## src/rtl/bcd_seg_pkg.sv

```systemverilog
// bcd_seg_pkg: shared types and constants for the BCD seven-segment scanner.
//   state_t          scan slot sequence S_SHOW0 -> S_GAP0 -> S_SHOW1 -> S_GAP1
//   SEG_0..SEG_9     active-high segment codes, bit0 = a .. bit6 = g, bit7 = dp
//   SEG_DASH/SEG_OFF dash for non-decimal nibbles, all segments off
//   DIG_OFF          active-low digit enables with both digits off
package bcd_seg_pkg;

  typedef enum logic [1:0] {
    S_SHOW0 = 2'd0,
    S_GAP0  = 2'd1,
    S_SHOW1 = 2'd2,
    S_GAP1  = 2'd3
  } state_t;

  localparam logic [7:0] SEG_0    = 8'h3F;
  localparam logic [7:0] SEG_1    = 8'h06;
  localparam logic [7:0] SEG_2    = 8'h5B;
  localparam logic [7:0] SEG_3    = 8'h4F;
  localparam logic [7:0] SEG_4    = 8'h66;
  localparam logic [7:0] SEG_5    = 8'h6D;
  localparam logic [7:0] SEG_6    = 8'h7D;
  localparam logic [7:0] SEG_7    = 8'h07;
  localparam logic [7:0] SEG_8    = 8'h7F;
  localparam logic [7:0] SEG_9    = 8'h6F;
  localparam logic [7:0] SEG_DASH = 8'h40;
  localparam logic [7:0] SEG_OFF  = 8'h00;
  localparam logic [1:0] DIG_OFF  = 2'b11;

  // True for nibbles that are not a decimal digit.
  function automatic logic nib_bad(input logic [3:0] nib);
    return (nib > 4'd9);
  endfunction

endpackage

```

## src/rtl/bcd_seg_scan_if.sv

```systemverilog
// bcd_seg_scan_if: display-side bundle of the BCD scanner.
//   bcd_in[7:0]   packed BCD, [7:4] tens (DK1), [3:0] units (DK0)
//   dp_mask[1:0]  decimal-point enables, [1] DK1, [0] DK0
//   blank         forces all digits off while high
//   seg[7:0]      active-high segments, [7] = dp
//   dig_sel[1:0]  active-low digit enables, [1] DK1, [0] DK0
//   frame_start   one-cycle pulse on entry to the tens slot
//   bad_digit     sticky non-decimal-nibble flag
// Modports: master drives the count and observes the display, slave is the scanner.
interface bcd_seg_scan_if;
  logic [7:0] bcd_in;
  logic [1:0] dp_mask;
  logic       blank;
  logic [7:0] seg;
  logic [1:0] dig_sel;
  logic       frame_start;
  logic       bad_digit;

  modport master (
    output bcd_in, dp_mask, blank,
    input  seg, dig_sel, frame_start, bad_digit
  );

  modport slave (
    input  bcd_in, dp_mask, blank,
    output seg, dig_sel, frame_start, bad_digit
  );
endinterface

```

## src/rtl/bcd_to_seg7.sv

```systemverilog
// bcd_to_seg7: combinational nibble to seven-segment decode.
//   nib[3:0]   input digit
//   seg7[6:0]  active-high segments a..g (bit0 = a); A-F show a dash
//   invalid    high when nib is not a decimal digit
module bcd_to_seg7
  import bcd_seg_pkg::*;
(
  input  logic [3:0] nib,
  output logic [6:0] seg7,
  output logic       invalid
);

  logic [7:0] code;

  always_comb begin
    code = SEG_DASH;
    unique case (nib)
      4'd0:    code = SEG_0;
      4'd1:    code = SEG_1;
      4'd2:    code = SEG_2;
      4'd3:    code = SEG_3;
      4'd4:    code = SEG_4;
      4'd5:    code = SEG_5;
      4'd6:    code = SEG_6;
      4'd7:    code = SEG_7;
      4'd8:    code = SEG_8;
      4'd9:    code = SEG_9;
      default: code = SEG_DASH;
    endcase
  end

  assign seg7    = code[6:0];
  assign invalid = nib_bad(nib);

endmodule

```

## src/rtl/bcd_seg_scan.sv

```systemverilog
// bcd_seg_scan: two-digit multiplexed seven-segment driver for a packed BCD count.
// The count is snapshotted once per frame (on entry to the tens slot) so a digit
// pair never tears; slots are separated by blanking gaps to suppress ghosting.
//   clk    system clock
//   rst_n  asynchronous active-low reset
//   bus    bcd_seg_scan_if.slave (bcd_in, dp_mask, blank in; seg, dig_sel,
//          frame_start, bad_digit out)
// Parameters: SHOW_CYC cycles per lit slot, GAP_CYC cycles per blank gap (both >= 1).
// Build option: define LEAD_ZERO_BLANK_EN to blank the tens slot when tens == 0.
module bcd_seg_scan
  import bcd_seg_pkg::*;
#(
  parameter int SHOW_CYC = 49_000,
  parameter int GAP_CYC  = 1_000
) (
  input  logic           clk,
  input  logic           rst_n,
  bcd_seg_scan_if.slave  bus
);

  localparam int MAX_CYC = (SHOW_CYC > GAP_CYC) ? SHOW_CYC : GAP_CYC;
  localparam int TW      = $clog2(MAX_CYC + 1);
  localparam logic [TW-1:0] SHOW_LAST = TW'(SHOW_CYC - 1);
  localparam logic [TW-1:0] GAP_LAST  = TW'(GAP_CYC - 1);

  state_t        state, state_nxt;
  logic [TW-1:0] timer, timer_nxt;
  logic [7:0]    digits, digits_nxt;
  logic [1:0]    dp, dp_nxt;
  logic          slot_last, snap;
  logic [3:0]    dec_nib;
  logic [6:0]    dec_seg7;
  logic          dec_bad;
  logic [7:0]    seg_nxt;
  logic [1:0]    dig_nxt;

  bcd_to_seg7 u_dec (
    .nib     (dec_nib),
    .seg7    (dec_seg7),
    .invalid (dec_bad)
  );

  always_comb begin
    state_nxt = state;
    timer_nxt = timer + 1'b1;
    slot_last = (state == S_SHOW0 || state == S_SHOW1) ? (timer == SHOW_LAST)
                                                      : (timer == GAP_LAST);
    if (slot_last) begin
      timer_nxt = '0;
      unique case (state)
        S_SHOW0: state_nxt = S_GAP0;
        S_GAP0:  state_nxt = S_SHOW1;
        S_SHOW1: state_nxt = S_GAP1;
        default: state_nxt = S_SHOW0;
      endcase
    end
    snap = slot_last && (state == S_GAP1);

    // Outputs are registered from the post-edge view, so the snapshot edge
    // already decodes the freshly sampled input rather than the stale latch.
    digits_nxt = snap ? bus.bcd_in  : digits;
    dp_nxt     = snap ? bus.dp_mask : dp;
    dec_nib    = (state_nxt == S_SHOW0) ? digits_nxt[7:4] : digits_nxt[3:0];

    seg_nxt = SEG_OFF;
    dig_nxt = DIG_OFF;
    if (state_nxt == S_SHOW0) begin
      seg_nxt = {dp_nxt[1], dec_seg7};
      dig_nxt = 2'b01;
`ifdef LEAD_ZERO_BLANK_EN
      if (digits_nxt[7:4] == 4'd0) begin
        seg_nxt = SEG_OFF;
        dig_nxt = DIG_OFF;
      end
`endif
    end else if (state_nxt == S_SHOW1) begin
      seg_nxt = {dp_nxt[0], dec_seg7};
      dig_nxt = 2'b10;
    end
    if (bus.blank) begin
      seg_nxt = SEG_OFF;
      dig_nxt = DIG_OFF;
    end
  end

  always_ff @(posedge clk or negedge rst_n) begin
    if (!rst_n) begin
      state           <= S_GAP1;
      timer           <= '0;
      digits          <= 8'h00;
      dp              <= 2'b00;
      bus.seg         <= SEG_OFF;
      bus.dig_sel     <= DIG_OFF;
      bus.frame_start <= 1'b0;
      bus.bad_digit   <= 1'b0;
    end else begin
      state           <= state_nxt;
      timer           <= timer_nxt;
      digits          <= digits_nxt;
      dp              <= dp_nxt;
      bus.seg         <= seg_nxt;
      bus.dig_sel     <= dig_nxt;
      bus.frame_start <= snap;
      // On the snapshot edge the decoder is looking at the new tens nibble,
      // so its invalid flag covers tens; units is checked directly.
      if (snap && (dec_bad || nib_bad(bus.bcd_in[3:0])))
        bus.bad_digit <= 1'b1;
    end
  end

endmodule

```

## src/flat_wrapper.sv

```systemverilog
// flat-port wrapper written by rule: the top's interface ports become plain ports
module bcd_seg_scan_flat import bcd_seg_pkg::*;
#(
  parameter int SHOW_CYC = 49_000,
  parameter int GAP_CYC  = 1_000
)
  (clk, rst_n, bus_bcd_in, bus_dp_mask, bus_blank, bus_seg, bus_dig_sel, bus_frame_start, bus_bad_digit);
  bcd_seg_scan_if bus_i ();
  input  logic clk;
  input  logic rst_n;
  input wire logic [$bits(bus_i.bcd_in)-1:0] bus_bcd_in;
  input wire logic [$bits(bus_i.dp_mask)-1:0] bus_dp_mask;
  input wire logic [$bits(bus_i.blank)-1:0] bus_blank;
  output wire logic [$bits(bus_i.seg)-1:0] bus_seg;
  output wire logic [$bits(bus_i.dig_sel)-1:0] bus_dig_sel;
  output wire logic [$bits(bus_i.frame_start)-1:0] bus_frame_start;
  output wire logic [$bits(bus_i.bad_digit)-1:0] bus_bad_digit;
  assign bus_i.bcd_in = bus_bcd_in;
  assign bus_i.dp_mask = bus_dp_mask;
  assign bus_i.blank = bus_blank;
  assign bus_seg = bus_i.seg;
  assign bus_dig_sel = bus_i.dig_sel;
  assign bus_frame_start = bus_i.frame_start;
  assign bus_bad_digit = bus_i.bad_digit;
  bcd_seg_scan #(.SHOW_CYC(SHOW_CYC), .GAP_CYC(GAP_CYC)) u_core (.clk(clk), .rst_n(rst_n), .bus(bus_i));
endmodule
```

## config.mk

```make
export PLATFORM = sky130hd
export DESIGN_NAME = bcd_seg_scan_flat
export DESIGN_NICKNAME = d
export VERILOG_FILES = /design/src/rtl/bcd_seg_pkg.sv /design/src/rtl/bcd_seg_scan_if.sv /design/src/rtl/bcd_to_seg7.sv /design/src/rtl/bcd_seg_scan.sv /design/src/flat_wrapper.sv
export SDC_FILE = /design/constraint.sdc
export NUM_CORES = 1
export LEC_CHECK = 0
export BUFFER_PORTS_ARGS = -buffer_cell sky130_fd_sc_hd__buf_2
export CORE_UTILIZATION = 25
export DETAILED_ROUTE_END_ITERATION = 8
export PLACE_DENSITY = 0.46
export SLEW_MARGIN = 20
export SYNTH_ARGS = -nofsm -noshare
export SYNTH_HDL_FRONTEND = slang
export SYNTH_SLANG_ARGS = --single-unit
```

## constraint.sdc

```tcl
create_clock -name clk -period 3.8 [get_ports clk]
set_clock_uncertainty 0.15 [all_clocks]
set_input_delay 0.76 -clock clk [delete_from_list [all_inputs] [get_ports clk]]
set_output_delay 0.76 -clock clk [all_outputs]
set_load 0.1 [all_outputs]
```

# ---- Word-level counts from Yosys, hierarchy flattened
# Memories as Yosys holds them, arrays and structs flattened.
# Cells that the tools add are included.
dict set report op_classes {
  add_sub_neg 1
  n_lt_le_gt_ge 2
  eq_ne 6
  muxes 13
  reduce_logical 6
}
# cell count
set op_table {}
lappend op_table {{two-way mux 8 bit} 4}
lappend op_table {{adder 16 x 1 -> 16 bit (second input constant)} 1}
lappend op_table {{equality test 16 x 10 -> 1 bit (second input constant)} 1}
lappend op_table {{equality test 16 bit (second input constant)} 1}
lappend op_table {{two-way mux 16 bit} 1}
lappend op_table {{> comparator 4 bit (second input constant)} 2}
lappend op_table {{two-way mux 2 bit} 4}
lappend op_table {{equality test 2 bit (second input constant)} 3}
lappend op_table {{case mux 2 bit (3 select lines)} 1}
lappend op_table {{logical NOT 2 bit} 2}
lappend op_table {{two-way mux 4 bit} 1}
lappend op_table {{equality test 2 x 1 -> 1 bit (second input constant)} 1}
lappend op_table {{logical AND 1 bit} 2}
lappend op_table {{logical OR 1 bit} 2}
lappend op_table {{two-way mux 1 bit} 2}
dict set report word_totals {
  regBits 40
  rom_bits 112
  inputBits 13
  output_inout_bits 12
  wordCells 37
  memories 1
}
# name words word_bits read_ports rd_clocked_by_memory_dff write_ports line_no
set mem_list {}
lappend mem_list {{(no name shown)} 16 7 1 0 0 bcd_to_seg7.sv:17} ;# unique case (nib)

# ---- Longest topological paths before layout
# An unclocked memory read counts as a cell.
dict set report logic_depth {
  depth_word 10
  depth_mapped 12
  mapped_depth_nobuf 11
}

# ---- Hierarchy
# A second synthesis with hierarchy kept.
dict set report hier_totals {
  hier_cells 201
  hier_area_um2 2178.3
}
# mod instances cells_per_inst area_each_um2 seq_area_each_um2
set by_module_without_submodules {}
lappend by_module_without_submodules {bcd_seg_scan 1 169 1930.6 1006.0}
lappend by_module_without_submodules {bcd_to_seg7 1 32 247.7 0.0}

# ---- Worst setup path before layout
# Ideal clock, no wire load.
dict set report synth_path {
  path_type {register -> register}
  from {register u_core.state[0]}
  to {register u_core.bus.seg[6]}
  setup_ps 77
  arrival_ps 2628
  t_required_ps 3573
  slack_ps 945
  stages_incl_launch_ff 11
  path_buffers 0
  period_less_slack_ps 2855
  cell_sequence {dfstp_2 > inv_1 > ha_1 > nor3_2 > nor4b_1 > or2_1 > a221o_2 > inv_1 > ha_1 > mux2_2 > a21oi_1}
}
dict set report synth_between {
  elab_chain_len 10
  elab_cells_between_ends 17
  classes_between {4 x eq/ne; 8 x mux; 4 x reduce/logical; 1 x memory}
}
# item line_no
set synth_rtl {}
lappend synth_rtl {{start, declared} bcd_seg_scan.sv:26} ;# state_t state, state_nxt;
lappend synth_rtl {{start signal, assigned} bcd_seg_scan.sv:97} ;# state <= state_nxt;
lappend synth_rtl {{equality test 2 bit / logical NOT 2 bit (equally long branches)} {bcd_seg_scan.sv:46, bcd_seg_scan.sv:50}}
lappend synth_rtl {{logical OR 1 bit} bcd_seg_scan.sv:46} ;# slot_last = (state == S_SHOW0 || state == S_SHOW1) ? (timer == SHOW_LAST)
lappend synth_rtl {{two-way mux 1 bit} bcd_seg_scan.sv:46}
lappend synth_rtl {{two-way mux 2 bit / logical AND 1 bit (equally long branches)} {bcd_seg_scan.sv:48, bcd_seg_scan.sv:57}}
lappend synth_rtl {{logical NOT 2 bit / two-way mux 8 bit (equally long branches)} {bcd_seg_scan.sv:63, bcd_seg_scan.sv:67, bcd_seg_scan.sv:61}}
lappend synth_rtl {{two-way mux 4 bit} bcd_seg_scan.sv:63} ;# dec_nib = (state_nxt == S_SHOW0) ? digits_nxt[7:4] : digits_nxt[3:0];
lappend synth_rtl {{memory (16 x 7 bit)} --}
lappend synth_rtl {{two-way mux 8 bit} bcd_seg_scan.sv:76} ;# end else if (state_nxt == S_SHOW1) begin
lappend synth_rtl {{two-way mux 8 bit *} bcd_seg_scan.sv:67} ;# if (state_nxt == S_SHOW0) begin
lappend synth_rtl {{two-way mux 8 bit *} bcd_seg_scan.sv:80} ;# if (bus.blank) begin
lappend synth_rtl {{net u_core.seg_nxt[6]} bcd_seg_scan.sv:34} ;# logic [7:0] seg_nxt;
lappend synth_rtl {{end signal, assigned} bcd_seg_scan.sv:101} ;# bus.seg <= seg_nxt;
lappend synth_rtl {{end, declared} bcd_seg_scan_if.sv:26} ;# output seg, dig_sel, frame_start, bad_digit
# The timed path passes the listed nets; every way through them passes the cells marked *.
# A chain may end at the register's enable or synchronous reset.

# ---- Worst setup path after layout
# Same ends and word-level chain as after synthesis.

==> metrics <==
period utilisation layout=0.847; Yosys warnings=0; endpoint type of the worst setup path=flip-flop; Syn Nets=240; Routed Antenna Nets=0; Post CTS Setup Buffer Count=0; power share of the sequential group=0.499; maximum fanout count along the critical path=9; number of flops mapped to enable cells by yosys=0; outcome=finished, final reports clean; maximum resistive drop on vdd=0.125 mV; Yosys reg bits=40; transition at the pin with the smallest max-transition slack=888 ps; Total Routing Usage GR=0.112; wire length of the first global-routing pass=7750 um; Clock transition at path regs=80 ps; leading post-synthesis cells by cell area=sky130_fd_sc_hd__dfrtp_1 41%, sky130_fd_sc_hd__nand2_1 5.7%, sky130_fd_sc_hd__ha_1 5.1%; TritonCTS clock tree=built; count of hold buffers inserted by post-cts repair=0; remaining global-route overflow=0; CTS max path bufs=2; placeable core region=0.00834 mm^2; type of the setup path with the least slack=reg2reg; Port Buffers=24; Hold/Removal Path Class=reg2reg; Wirelength per Cell=13.2 um; total number of nets in the final design=270; final max-slew violation count=0; unrepaired setup endpoints after global routing=false; cell with the biggest individual delay on the critical path=sky130_fd_sc_hd__dfstp_2; final setup TNS=0 ps; number of buffer and inverter instances along the worst setup path=2; WL final=4680 um; register area share after synthesis=0.460; clock latency on the worst-skew pair=290 ps; clock sink count=40; number of distinct library cells after synthesis=54; share of async-settable or async-resettable flops after synthesis=1.00; slack of the worst reg-to-reg path=580 ps; via count of the first global-routing pass=1,548; global placer's final weighted congestion=0.819; initial antenna violation count=0; kind of cell with the highest combined delay on the critical path=simple AND/OR/NAND/NOR gates; total setup violations reported at the end of the flow=0; number of buffers created by CTS=5; min setup slack post-route=580 ps; power density over the cells=337 mW/mm^2; Fmax achieved=311 MHz; min Tclk post-route=3220 ps; final hold violation count=0; worst setup slack before clock tree synthesis=648 ps; total of fill cells in the finished design=883; Antenna diodes=0; Synth area leader=sky130_fd_sc_hd__dfrtp_1; Syn Std Cell Area=0.00219 mm^2; Slew Limit Headroom=0.408; Mapped Avg Cell Area=10.0 um^2; clock network fraction of design power=0.445; DRC=0; core occupancy in the finished layout=0.307; CP Data Arrival Time=3290 ps; Logic pwr share=0.056; vias per std cell=4.62; PnR Total Power=862 uW; proportion of netlist area held by the largest area contributor=0.412; clock tree root buffer cell=sky130_fd_sc_hd__clkbuf_8; internal power consumption=672 uW; leakage component of the power=0.00113 uW; fraction of layout instances using a drive strength above 1=0.225; number of maximum-capacitance constraint violations=0; maximum number of pins on one net before global-route repair=41; std cell rows=33; delay of the slowest cell on the worst path=600 ps; count of vias placed by the detailed router=1,637; num ports=25; P_sw=190 uW; number of design-rule violations left by the first detailed-router iteration=30; Synth-to-Final Area Change=17.0%; die outline height=95.5 um; cell-by-cell trace of the critical path=inv_1 > ha_1 > nor3_2 > nor4b_1 > or2_1 > a221o_2 > inv_1 > ha_1 > mux2_2 > a21oi_1; proportion of total power due to net switching=0.220; placed wire-length estimate after detailed placement=3410 um; number of resized instances in the post-cts repair step=0; area enclosed by the die boundary=0.00913 mm^2; endpoint required time on the critical path=3870 ps; Clock H-tree levels=2; primary flip-flop cell chosen by synthesis mapping=sky130_fd_sc_hd__dfrtp_1; DIE WIDTH=95.5 um; number of detailed-route iterations in the first pass=4; Mapped Cells=218; type of origin of the critical path=flip-flop; starting density of the core=0.262
-- per-layer routing --
metal,wire length (um),track usage,vias up
li1,-,-,818
met1,2320,0.157,785
met2,2100,0.170,28
met3,182,0.0215,6
met4,75,0.0448,0
met5,0,0,-
-- final timing paths --
path | endpoint | from | cells after the start
worst min register to register | u_core.dp[1] | u_core.dp[1] | 2
max in group asynchronous | u_core.dp[0] | rst_n | 1
worst min-delay path | u_core.dp[1] | u_core.dp[1] | 2
min in group asynchronous | u_core.timer[6] | rst_n | 1
worst max register to register | u_core.bus.seg[6] | u_core.state[0] | 10
worst max-delay path | u_core.bus.seg[6] | u_core.state[0] | 10
-- cell families (layout without fill, tap and decap cells) --
family | count (synthesis) | in the layout | share of synthesized area
xor+xnor | 12 | 12 | 0.0481
buf+inv | 16 | 47 | 0.0332
mux | 11 | 11 | 0.0538
compound gates | 34 | 34 | 0.118
simple gates | 96 | 96 | 0.235
fa+ha+maj | 9 | 9 | 0.0515
flops | 40 | 40 | 0.460
-- per-stage QoR --
| stage | instance area [um^2] | hold slack (ps) | cells |
|---|---|---|---|
| floorplan | 2190 | 283 | 218 |
| global placement | 2430 | 320 | 346 |
| detailed placement | 2430 | 307 | 346 |
| CTS | 2560 | 340 | 354 |
| global route | 2560 | 364 | 354 |
| finish | 2560 | 337 | 354 |
-- synth_stat cells, drive strengths merged (2+ instances only) --
master,n
and4,2
xnor2,6
inv,12
nor2,21
nor3,4
nor2b,4
ha,9
buf,3
a21oi,7
nand4,6
or2,3
dfstp,4
or3,2
dfrtp,36
a21o,4
o22ai,2
nand2b,2
xor2,6
nand3,6
nor4b,3
a221o,2
mux2,3
o21ai,7
nor3b,2
mux2i,8
o21bai,2
o32ai,2
nand2,33
nor4,2
-- layout by cell type (no fill, tap or decap), types with 2 or more instances in the layout --
| cell type | instances |
|---|---|
| sky130_fd_sc_hd__a21o_1 | 2 |
| sky130_fd_sc_hd__a21o_2 | 2 |
| sky130_fd_sc_hd__a21oi_1 | 7 |
| sky130_fd_sc_hd__buf_2 | 24 |
| sky130_fd_sc_hd__buf_4 | 3 |
| sky130_fd_sc_hd__clkbuf_8 | 7 |
| sky130_fd_sc_hd__dfrtp_1 | 36 |
| sky130_fd_sc_hd__dfstp_2 | 4 |
| sky130_fd_sc_hd__ha_1 | 9 |
| sky130_fd_sc_hd__inv_1 | 12 |
| sky130_fd_sc_hd__mux2_2 | 2 |
| sky130_fd_sc_hd__mux2i_1 | 8 |
| sky130_fd_sc_hd__nand2_1 | 33 |
| sky130_fd_sc_hd__nand2b_1 | 2 |
| sky130_fd_sc_hd__nand3_1 | 6 |
| sky130_fd_sc_hd__nand4_1 | 6 |
| sky130_fd_sc_hd__nor2_1 | 21 |
| sky130_fd_sc_hd__nor2b_1 | 4 |
| sky130_fd_sc_hd__nor3_1 | 3 |
| sky130_fd_sc_hd__nor3b_2 | 2 |
| sky130_fd_sc_hd__nor4_1 | 2 |
| sky130_fd_sc_hd__nor4b_1 | 2 |
| sky130_fd_sc_hd__o21ai_0 | 7 |
| sky130_fd_sc_hd__o21bai_1 | 2 |
| sky130_fd_sc_hd__o22ai_1 | 2 |
| sky130_fd_sc_hd__o32ai_1 | 2 |
| sky130_fd_sc_hd__or3_1 | 2 |
| sky130_fd_sc_hd__xnor2_1 | 6 |
| sky130_fd_sc_hd__xor2_1 | 6 |
-- state kept, by name (all words and copies together) (netlist names) --
| signal | count |
|---|---|
| u_core.digits | 8 |
| u_core.bus.dig_sel | 2 |
| u_core.bus.frame_start | 1 |
| u_core.state | 2 |
| u_core.dp | 2 |
| u_core.bus.bad_digit | 1 |
| u_core.bus.seg | 8 |
| u_core.timer | 16 |
-- worst register-to-register path, cell delays in order (launching register included) --
cell	delay, ps
sky130_fd_sc_hd__dfstp_2	600
sky130_fd_sc_hd__inv_1	90
sky130_fd_sc_hd__ha_1	330
sky130_fd_sc_hd__nor3_2	430
sky130_fd_sc_hd__nor4b_1	390
sky130_fd_sc_hd__or2_1	190
sky130_fd_sc_hd__a221o_2	260
sky130_fd_sc_hd__inv_1	90
sky130_fd_sc_hd__ha_1	220
sky130_fd_sc_hd__mux2_2	260
sky130_fd_sc_hd__a21oi_1	140
-- power groups by stage --
stage	Sequential (uW)	Combinational, uW	Clock [uW]
6_report	430	48.3	384
5_1_grt	430	53.3	413
4_1_cts	430	49.8	402
3_5_place_dp	438	49.7	0
3_3_place_gp	438	49.9	0
2_1_floorplan	456	9.81	0
-- layout make-up --
class	count	area (um^2)	area share
Clock buffer	7	96.3	0.0376
Tap cell	105	131	0.0513
Sequential cell	40	1010	0.393
Inverter	12	45.0	0.0176
Multi-Input combinational cell	162	1110	0.433
Timing Repair Buffer	27	143	0.0557
Clock inverter	1	30.0	0.0117
(Power assumes the default switching activity.)
